`src/rtl/i2c_txn_arbiter.sv`:
```
// i2c_txn_arbiter: round-robin sequencer sharing one I2C master controller
// between NUM_REQ requesters. Latches the winner's address and byte count,
// drives the controller enable/address, and drops enable for the last byte
// so the controller issues STOP. Reports per-requester done/err pulses.
// Optional watchdog: define I2C_ARB_TIMEOUT_EN to abort after TIMEOUT_CYCLES
// cycles without progress.
module i2c_txn_arbiter #(
  parameter int unsigned NUM_REQ        = 4,
  parameter int unsigned TIMEOUT_CYCLES = 4096
) (
  input  logic                 i2c_clk,
  input  logic                 rst_n,
  input  logic [NUM_REQ-1:0]   req_i,
  input  logic [8*NUM_REQ-1:0] req_addr_i,
  input  logic [4*NUM_REQ-1:0] req_len_i,
  input  logic                 ctrl_idle_i,
  input  logic                 ctrl_byte_done_i,
  input  logic                 ctrl_nack_i,
  output logic [NUM_REQ-1:0]   grant_o,
  output logic [NUM_REQ-1:0]   done_o,
  output logic [NUM_REQ-1:0]   err_o,
  output logic                 busy_o,
  output logic                 ctrl_enable_o,
  output logic [7:0]           ctrl_slave_address_o
);

  localparam int unsigned IdxW  = (NUM_REQ > 1) ? $clog2(NUM_REQ) : 1;
  localparam int unsigned AddrW = 8;
  localparam int unsigned LenW  = 4;

  typedef enum logic [2:0] {
    S_IDLE      = 3'd0,
    S_START     = 3'd1,
    S_XFER      = 3'd2,
    S_WAIT_IDLE = 3'd3,
    S_REPORT    = 3'd4
  } state_e;

  state_e               state_q, state_d;
  logic [NUM_REQ-1:0]   grant_q, grant_d;
  logic [NUM_REQ-1:0]   done_q, done_d;
  logic [NUM_REQ-1:0]   err_q, err_d;
  logic                 busy_q, busy_d;
  logic                 en_q, en_d;
  logic [AddrW-1:0]     addr_q, addr_d;
  logic [IdxW-1:0]      rr_q, rr_d;
  logic [IdxW-1:0]      owner_q, owner_d;
  logic [LenW-1:0]      rem_q, rem_d;
  logic                 eflag_q, eflag_d;

  logic [AddrW-1:0]     addr_arr_c [NUM_REQ];
  logic [LenW-1:0]      len_arr_c  [NUM_REQ];
  logic                 win_found_c;
  logic [IdxW-1:0]      win_idx_c;
  logic                 timeout_c;

  // Position k places after the round-robin pointer, wrapped to NUM_REQ.
  function automatic logic [IdxW-1:0] rr_idx(input logic [IdxW-1:0] base,
                                             input int unsigned     k);
    return IdxW'((32'(base) + k) % NUM_REQ);
  endfunction

  // Unpack the flat per-requester address/length buses.
  always_comb begin
    for (int i = 0; i < NUM_REQ; i++) begin
      addr_arr_c[i] = req_addr_i[8*i +: 8];
      len_arr_c[i]  = req_len_i[4*i +: 4];
    end
  end

  // Round-robin search: first asserted request at rr_q, rr_q+1, ...
  always_comb begin
    win_found_c = 1'b0;
    win_idx_c   = '0;
    for (int unsigned k = 0; k < NUM_REQ; k++) begin
      if (!win_found_c && req_i[rr_idx(rr_q, k)]) begin
        win_found_c = 1'b1;
        win_idx_c   = rr_idx(rr_q, k);
      end
    end
  end

`ifdef I2C_ARB_TIMEOUT_EN
  localparam int unsigned WdW = 16;

  logic [WdW-1:0] wd_q, wd_d;

  // Watchdog: cleared while idle and on byte progress, counts while active.
  always_comb begin
    wd_d = wd_q;
    if (state_q == S_IDLE) begin
      wd_d = '0;
    end else if (state_q == S_XFER && ctrl_byte_done_i) begin
      wd_d = '0;
    end else if ((state_q == S_START || state_q == S_XFER ||
                  state_q == S_WAIT_IDLE) && (wd_q != '1)) begin
      wd_d = wd_q + WdW'(1);
    end
  end

  assign timeout_c = (wd_q >= WdW'(TIMEOUT_CYCLES - 1));

  // Watchdog register.
  always_ff @(posedge i2c_clk or negedge rst_n) begin
    if (!rst_n) wd_q <= '0;
    else        wd_q <= wd_d;
  end
`else
  logic unused_timeout;

  assign timeout_c      = 1'b0;
  assign unused_timeout = ^TIMEOUT_CYCLES;
`endif

  // Next-state and registered-output logic.
  always_comb begin
    state_d = state_q;
    grant_d = grant_q;
    done_d  = '0;
    err_d   = '0;
    busy_d  = busy_q;
    en_d    = en_q;
    addr_d  = addr_q;
    rr_d    = rr_q;
    owner_d = owner_q;
    rem_d   = rem_q;
    eflag_d = eflag_q;

    case (state_q)
      S_IDLE: begin
        if (win_found_c && ctrl_idle_i) begin
          owner_d = win_idx_c;
          grant_d = NUM_REQ'(1) << win_idx_c;
          addr_d  = addr_arr_c[win_idx_c];
          rem_d   = (len_arr_c[win_idx_c] == '0) ? LenW'(1) : len_arr_c[win_idx_c];
          busy_d  = 1'b1;
          en_d    = 1'b1;
          eflag_d = 1'b0;
          state_d = S_START;
        end
      end

      S_START: begin
        en_d = 1'b1;
        if (ctrl_nack_i || timeout_c) begin
          eflag_d = 1'b1;
          en_d    = 1'b0;
          state_d = S_WAIT_IDLE;
        end else if (!ctrl_idle_i) begin
          en_d    = (rem_q > LenW'(1));
          state_d = S_XFER;
        end
      end

      S_XFER: begin
        if (ctrl_nack_i) begin
          eflag_d = 1'b1;
          en_d    = 1'b0;
          state_d = S_WAIT_IDLE;
        end else if (ctrl_byte_done_i) begin
          if (rem_q <= LenW'(1)) begin
            rem_d   = '0;
            en_d    = 1'b0;
            state_d = S_WAIT_IDLE;
          end else begin
            rem_d = rem_q - LenW'(1);
            en_d  = (rem_q > LenW'(2));
          end
        end else if (timeout_c) begin
          eflag_d = 1'b1;
          en_d    = 1'b0;
          state_d = S_WAIT_IDLE;
        end else begin
          en_d = (rem_q > LenW'(1));
        end
      end

      S_WAIT_IDLE: begin
        en_d = 1'b0;
        if (ctrl_idle_i) begin
          state_d = S_REPORT;
        end else if (timeout_c) begin
          eflag_d = 1'b1;
          state_d = S_REPORT;
        end
      end

      S_REPORT: begin
        done_d[owner_q] = ~eflag_q;
        err_d[owner_q]  = eflag_q;
        grant_d = '0;
        busy_d  = 1'b0;
        en_d    = 1'b0;
        eflag_d = 1'b0;
        rr_d    = (owner_q == IdxW'(NUM_REQ - 1)) ? '0 : owner_q + IdxW'(1);
        state_d = S_IDLE;
      end

      default: begin
        grant_d = '0;
        busy_d  = 1'b0;
        en_d    = 1'b0;
        eflag_d = 1'b0;
        state_d = S_IDLE;
      end
    endcase
  end

  // State and output registers.
  always_ff @(posedge i2c_clk or negedge rst_n) begin
    if (!rst_n) begin
      state_q <= S_IDLE;
      grant_q <= '0;
      done_q  <= '0;
      err_q   <= '0;
      busy_q  <= 1'b0;
      en_q    <= 1'b0;
      addr_q  <= '0;
      rr_q    <= '0;
      owner_q <= '0;
      rem_q   <= '0;
      eflag_q <= 1'b0;
    end else begin
      state_q <= state_d;
      grant_q <= grant_d;
      done_q  <= done_d;
      err_q   <= err_d;
      busy_q  <= busy_d;
      en_q    <= en_d;
      addr_q  <= addr_d;
      rr_q    <= rr_d;
      owner_q <= owner_d;
      rem_q   <= rem_d;
      eflag_q <= eflag_d;
    end
  end

  assign grant_o              = grant_q;
  assign done_o               = done_q;
  assign err_o                = err_q;
  assign busy_o               = busy_q;
  assign ctrl_enable_o        = en_q;
  assign ctrl_slave_address_o = addr_q;

endmodule

```
`config.mk`:
```
export PLATFORM = sky130hd
export DESIGN_NAME = i2c_txn_arbiter
export DESIGN_NICKNAME = d
export VERILOG_FILES = /design/src/rtl/i2c_txn_arbiter.sv
export SDC_FILE = /design/constraint.sdc
export NUM_CORES = 1
export LEC_CHECK = 0
export ABC_AREA = 1
export BUFFER_PORTS_ARGS = -buffer_cell sky130_fd_sc_hd__buf_2
export CAP_MARGIN = 20
export CORE_MARGIN = 3
export CORE_UTILIZATION = 46
export DETAILED_ROUTE_END_ITERATION = 10
export PLACE_DENSITY = 0.77
export SLEW_MARGIN = 20
export SYNTH_ARGS = -nofsm -noshare
export SYNTH_HDL_FRONTEND = slang
export SYNTH_SLANG_ARGS = --single-unit
```
`constraint.sdc`:
```
create_clock -name i2c_clk -period 2.16 [get_ports i2c_clk]
set_clock_uncertainty 0.1 [all_clocks]
set_input_delay 0.324 -clock i2c_clk [delete_from_list [all_inputs] [get_ports i2c_clk]]
set_output_delay 0.324 -clock i2c_clk [all_outputs]
set_load 0.05 [all_outputs]
```
==> out/metrics.cfg, run 1 <==
[timing]
layout_worst_path_cycle_share_pct = 107.1
finalMaxSlewViolations = 0
worst_slack_setup_final_ns = -0.1527
setup_total_negative_slack_ns = -1.252
final-setup-viol-count = 11
timing.slew.headroom_pct = 49.05
worst_pin_slew_ns = 0.7642
rsz_0062_raised_after_global_routing = yes
finalCriticalPeriod_ns = 2.313
report.final.hold_viol_count = 0
fmaxAchievable_mhz = 432.4

[power_and_ir_drop]
cellPowerDensity_mw_per_mm2 = 1983
clock_power_share_pct = 8.9
p_sw_mw = 3.271
seqPwrFrac_pct = 16.4
p_comb_share_pct = 74.7
intPower_mw = 3.188
cell_leakage_power_nw = 1.792
power.switching_fraction_pct = 50.64
ir_drop_mv = 1.425

[finish]
layout-drive-gt1-share_pct = 45.00
synthToLayoutAreaGrowth_pct = 38.53
post_layout_nonfiller_instances = 487
multi_input_comb_area_mm2 = 0.001369
antenna_fix_cells = 0
register_area_um2 = 853.3
layout.filler_cells = 391
final_stage_net_count = 483
final_design_area_no_fill_mm2 = 0.003257

[detailed_routing]
detailroute.via_count = 2376
first_iter_violations = 92
drt_first_pass_iters = 4
via_per_inst = 4.879
drt.antenna.violating_nets = 0
drt-wirelength-per-cell_um = 12.47
post-route-drc-count = 0
postRouteWirelength_mm = 6.071

[clocking]
cts_inserted_buffers = 5
clockRootBuffer = clkbuf_8
clock_tree_from_tritoncts = done
clock_insertion_delay_worst_skew_ns = 0.29
max_clock_buf_depth = 2
clock-sinks = 34
clkSlewWorstSetupHoldPaths_ns = 0.07
cts.htree.levels = 2

[global_routing]
grt.total_usage_pct = 20.36
first_global_vias = 2222
grt_remaining_overflow = 0
grt_first_pass_wirelength_mm = 9.784
grt_max_degree = 35
initial_antenna_violation_count = 0

[synth]
synth_area_leader_cell = dfrtp_1
most_used_standard_cells_in_the_synthesized_netlist = 101 x nand2_1, 34 x dfrtp_1, 29 x inv_1
syn-mean-instance-area_um2 = 7.759
post_synthesis_cell_type_count = 33
synth_area_leaders = dfrtp_1 36%, nand2_1 16%, inv_1 4.6%
synthesis.yosys.warnings = 0
post_synth_inst_count = 303
synth_fp_nets = 367
synth-seq-cells = 34
portion_of_the_post_synthesis_area_used_by_sequential_elements_pct = 36.19
most_frequently_used_cell_type_in_the_post_synthesis_netlist = nand2_1
synth_edf_count = 0
synth-main-ff-cell = dfrtp_1
synth_area_mm2 = 0.002351
netlist.area_leader.share_pct = 36.19
postSynth.asyncResetShare_pct = 100.0

[floorplan]
die_width_um = 77.49
fp.coreArea_mm2 = 0.004817
boundaryPins = 79
die_boundary_height_um = 77.49
initial_core_util_pct = 48.81
rows = 25
floorplan.die_area_mm2 = 0.006005

[worst_setup_path]
startpoint = rr_q[0]
timing.critical_path.fanout_max = 6
regToRegStartpoint = rr_q[0]
arrival_time_at_the_worst_endpoint_ns = 2.39
worst_r2r_endpoint = ctrl_slave_address_o[0]
worstSetupEndpoint = ctrl_slave_address_o[0]
criticalPathCategory = flip-flop to flip-flop
worst-endpoint-required_ns = 2.24
worst_setup_path_end_kind = flip-flop
reg2regPathDepth = 15
timing.critical_path.from_type = flip-flop
timing.reg2reg.setup_slack_ns = -0.15

[worst_hold_path]
worst_hold_path_type = input port to asynchronous set/reset pin

[placement]
placement.io_buffers = 78
placed_cells = 468
placedInstanceArea_mm2 = 0.002973
globalplace.congestion = 0.9163
hpwlAfterDp_mm = 4.563

[outcome]
run_status = complete, but fails checks
violations_in_the_final_reports = negative setup slack

[flow_run]
cap_viol_max_count = 0

==> worst min-delay path by stage <==
| stage | slack (ns) | end |
|---|---|---|
| global route | 0.05 | grant_o[2] |
| detailed placement | 0.34 | ctrl_enable_o |
| CTS | 0.02 | grant_o[2] |
| finish | 0.005 | state_q[0] |
| floorplan | -0.07 | busy_o |
| global placement | 0.34 | ctrl_enable_o |
==> area by class of cell <==
class	instances	area share (%)
tap	67	2.574
clock inverter	3	1.229
inverter	38	4.610
clock buffer	5	2.113
timing repair buffer	113	21.24
multi-input combinational	227	42.03
sequential	34	26.20
==> registers in the layout, indices dropped and copies added (netlist names) <==
name	flops
ctrl_enable_o	1
owner_q	2
err_o	4
rem_q	4
ctrl_slave_address_o	8
state_q	3
rr_q	2
eflag_q	1
done_o	4
grant_o	4
busy_o	1
==> repair_timing <==
| action | 4_1_cts | 5_1_grt |
|---|---|---|
| hold buffers | 0 | 0 |
| cloned | 0 | 0 |
| pin swaps | 0 | 26 |
| endpoints found under the setup margin | 17 | 19 |
| setup buffers | 0 | 11 |
| gates resized for setup | 3 | 28 |
==> routing by layer <==
metal / global-route usage [%] / vias up / share of wire (%)
met1: 25.83 / 1065 / 44
li1: - / 1217 / -
met2: 34.20 / 86 / 49
met3: 5.336 / 8 / 5.6
met4: 5.694 / 0 / 1.2
met5: 0 / - / 0
==> logic make-up after synthesis <==
family          synth area share, %
xor+xnor                     0.7452
fa+ha+maj                     3.725
buf+inv                       8.196
mux                           3.353
flops                         36.19
simple gates                  38.26
compound gates                9.526
==> metrics by stage <==
stage          setup WS, ns  utilization, %  power [mW]  hold slack [ns]
6_report            -0.1527           67.61       6.459         0.005002
5_1_grt             -0.2706           67.61       7.018          0.05309
4_1_cts            -0.06799           64.10       5.865          0.02360
3_5_place_dp       -0.08287           61.71       5.243           0.3437
3_3_place_gp       -0.03179           61.71       5.172           0.3358
2_1_floorplan        0.1288               -       4.032         -0.07159
==> cells in the final DEF, fill, tap and decap left out, types with 3 or more instances in the layout <==
cell type / synthesis / layout
nand2_1: 101 / 90
buf_2: 0 / 78
dfrtp_1: 34 / 32
inv_1: 29 / 28
buf_4: 0 / 27
nand2_2: 14 / 24
nor2_1: 19 / 18
nand4_1: 12 / 12
o21ai_0: 10 / 10
inv_2: 8 / 8
nand3_1: 8 / 8
ha_1: 7 / 7
buf_6: 4 / 7
nor3_1: 7 / 6
o21ai_1: 5 / 5
a21oi_1: 5 / 5
mux2_2: 7 / 5
clkbuf_8: 0 / 5
nand3_2: 4 / 4
nand2_4: 4 / 4
nor2_8: 3 / 3
a22oi_1: 4 / 3
==> worst max-delay path: stages (launching register included) <==
cell	delay (ns)
dfrtp_2	0.48
buf_6	0.16
nand2_2	0.06
nand2_2	0.06
nand2_2	0.10
buf_4	0.11
nand2_1	0.05
nand2_1	0.09
nand3_1	0.10
nand2_2	0.15
buf_12	0.15
nor2_8	0.05
buf_4	0.13
nand2_1	0.05
nand4_1	0.08
mux2_4	0.27
==> power groups by stage <==
| stage | Sequential, mW | Combinational (mW) | Clock, mW |
|---|---|---|---|
| 6_report | 1.06 | 4.82 | 0.577 |
| 5_1_grt | 1.09 | 5.30 | 0.631 |
| 4_1_cts | 1.05 | 4.21 | 0.596 |
| 3_5_place_dp | 1.06 | 4.18 | 0 |
| 3_3_place_gp | 1.06 | 4.11 | 0 |
| 2_1_floorplan | 1.40 | 2.64 | 0 |
No activity file was read; power rests on OpenSTA's default activity.
==> inputs of run 2 (changes only) <==
--- a/config.mk
+++ b/config.mk
@@ -9,9 +9,8 @@
 export BUFFER_PORTS_ARGS = -buffer_cell sky130_fd_sc_hd__buf_2
 export CAP_MARGIN = 20
 export CORE_MARGIN = 3
-export CORE_UTILIZATION = 46
+export CORE_UTILIZATION = 35
 export DETAILED_ROUTE_END_ITERATION = 10
-export PLACE_DENSITY = 0.77
 export SLEW_MARGIN = 20
 export SYNTH_ARGS = -nofsm -noshare
 export SYNTH_HDL_FRONTEND = slang
==> out/metrics.cfg, run 2 (synthesis gave the netlist of run 1 again) <==
[outcome]
run_status = complete, but fails checks
violations_in_the_final_reports = negative setup slack

[power_and_ir_drop]
power.switching_fraction_pct = 50.87
cellPowerDensity_mw_per_mm2 = 1993
clock_power_share_pct = 10.6
p_sw_mw = 3.448
cell_leakage_power_nw = 1.857
ir_drop_mv = 1.040
intPower_mw = 3.329
seqPwrFrac_pct = 15.7
p_comb_share_pct = 73.7

[worst_setup_path]
worst_r2r_endpoint = rem_q[0]
worst_setup_path_end_kind = flip-flop
criticalPathCategory = flip-flop to flip-flop
arrival_time_at_the_worst_endpoint_ns = 2.34
worst-endpoint-required_ns = 2.28
timing.reg2reg.setup_slack_ns = -0.06
startpoint = rr_q[0]
worstSetupEndpoint = rem_q[0]
timing.critical_path.fanout_max = 7
timing.critical_path.from_type = flip-flop
reg2regPathDepth = 17
regToRegStartpoint = rr_q[0]

[floorplan]
floorplan.die_area_mm2 = 0.007737
die_width_um = 87.96
die_boundary_height_um = 87.96
rows = 29
fp.coreArea_mm2 = 0.006422
initial_core_util_pct = 36.61
boundaryPins = 79

[detailed_routing]
met3WireLength_um = 236
drt.antenna.violating_nets = 0
post-route-drc-count = 0
route.layer.met1.wl_mm = 2.911
drt-wirelength-per-cell_um = 13.22
drt_first_pass_iters = 4
postRouteWirelength_mm = 6.569
routed-wl-met2_mm = 3.354
via_per_inst = 4.751
dr.max_layer_used = met4
detailroute.via_count = 2361
first_iter_violations = 72

[clocking]
clockRootBuffer = clkbuf_8
clock_insertion_delay_worst_skew_ns = 0.29
clkSlewWorstSetupHoldPaths_ns = 0.08
cts_hold_buffers = 0
cts.htree.levels = 2
clock_tree_from_tritoncts = done
clock-sinks = 34
max_clock_buf_depth = 2
cts_inserted_buffers = 5

[global_routing]
first_global_vias = 2382
initial_antenna_violation_count = 0
grt_first_pass_wirelength_mm = 10.73
grt.total_usage_pct = 17.66
grt_remaining_overflow = 0
grt_max_degree = 35

[timing]
finalCriticalPeriod_ns = 2.223
layout_worst_path_cycle_share_pct = 102.9
report.final.hold_viol_count = 0
worst_slack_setup_final_ns = -0.06282
setup_total_negative_slack_ns = -0.3146
worst_pin_slew_ns = 0.8019
final-setup-viol-count = 9
timing.slew.headroom_pct = 46.54
fmaxAchievable_mhz = 449.9
worst_hold_slack_ns = 0.01974
rsz_0062_raised_after_global_routing = yes
finalMaxSlewViolations = 0

[finish]
layout-drive-gt1-share_pct = 48.33
max_ffs_per_register = 8
most_frequent_standard_cell_in_the_layout_excluding_fill_and_tap_cells = nand2_1
layout.filler_cells = 630
top_library_cells_by_usage_in_the_layout_fill_and_taps_aside = 80 x nand2_1, 78 x buf_2, 32 x dfrtp_1
final_stage_net_count = 483
antenna_fix_cells = 0
utilization_pct = 52.95
synthToLayoutAreaGrowth_pct = 44.65

[placement]
globalplace.congestion = 0.8191
placement.io_buffers = 78
hpwlAfterDp_mm = 4.906

[flow_run]
cap_viol_max_count = 0

[worst_hold_path]
worst_hold_path_type = input port to asynchronous set/reset pin

## run 2: changes by cell type in the layout (fill, tap and decap cells not counted), sizes merged
cell / delta
buf: -3
bufinv: +1
nand2: +1
nor2: +1
## run 2: power by group through the flow
stage | clock (mW) | sequential [mW] | combinational (mW)
2_1_floorplan | 0 | 1.40 | 2.64
3_3_place_gp | 0 | 1.06 | 4.10
3_5_place_dp | 0 | 1.06 | 4.15
4_1_cts | 0.746 | 1.05 | 4.57
5_1_grt | 0.764 | 1.10 | 5.52
6_report | 0.720 | 1.07 | 4.99
## run 2: per-layer routing
layer,track usage [%],vias up
met4,4.603,0
met3,3.104,6
met1,22.29,1090
li1,-,1213
met2,31.03,52
met5,0,-
## run 2: metrics by stage
stage	power, mW	cell area, um^2	setup slack [ns]	cells
2_1_floorplan	4.032	2351	0.1288	303
3_3_place_gp	5.158	2980	-0.04295	479
3_5_place_dp	5.213	2980	-0.1416	479
4_1_cts	6.370	3244	-0.02573	494
5_1_grt	7.379	3401	-0.2376	497
6_report	6.777	3401	-0.06282	497
## run 2: worst min-delay path by stage
stage	startpoint	to	slack (ns)	depth (start not counted)
after detailed placement	rst_n	ctrl_enable_o	0.36	1
final	rst_n	rem_q[2]	0.02	1
after floorplan	rst_n	busy_o	-0.07	0
after global placement	rst_n	ctrl_enable_o	0.36	1
after global routing	rst_n	done_o[0]	0.08	1
after CTS	rst_n	ctrl_enable_o	0.04	1
## run 2: critical path, cell delays in order, from the launching register on
cell and delay [ns]:
dfrtp_2 0.49, buf_6 0.17, nand2_4 0.09, nand2_8 0.07, nand2_4 0.07, nand2_4 0.06
nor2_8 0.11, nand3b_1 0.11, nand3_2 0.09, nand2_4 0.09, buf_12 0.16, nor2_4 0.17
nand2_2 0.07, nand3_2 0.07, inv_2 0.03, nand2_1 0.05, nand2_1 0.06, a21oi_2 0.11
## run 2: layout make-up
| class | instances | area, um^2 | area share [%] |
|---|---|---|---|
| flip-flops and latches | 34 | 853.3 | 25.09 |
| repair inverters | 1 | 6.256 | 0.1840 |
| clock inverters | 3 | 68.82 | 2.024 |
| repair buffers | 110 | 661.9 | 19.46 |
| well taps | 77 | 96.34 | 2.833 |
| inverters | 38 | 157.7 | 4.636 |
| multi-input cells | 229 | 1488 | 43.75 |
| clock buffers | 5 | 68.82 | 2.024 |
## run 2: what timing repair did
action | CTS | global route
endpoints found under the setup margin | 18 | 21
cloned | 2 | 1
pin swaps | 3 | 11
setup buffers | 5 | 2
resized for setup | 20 | 43
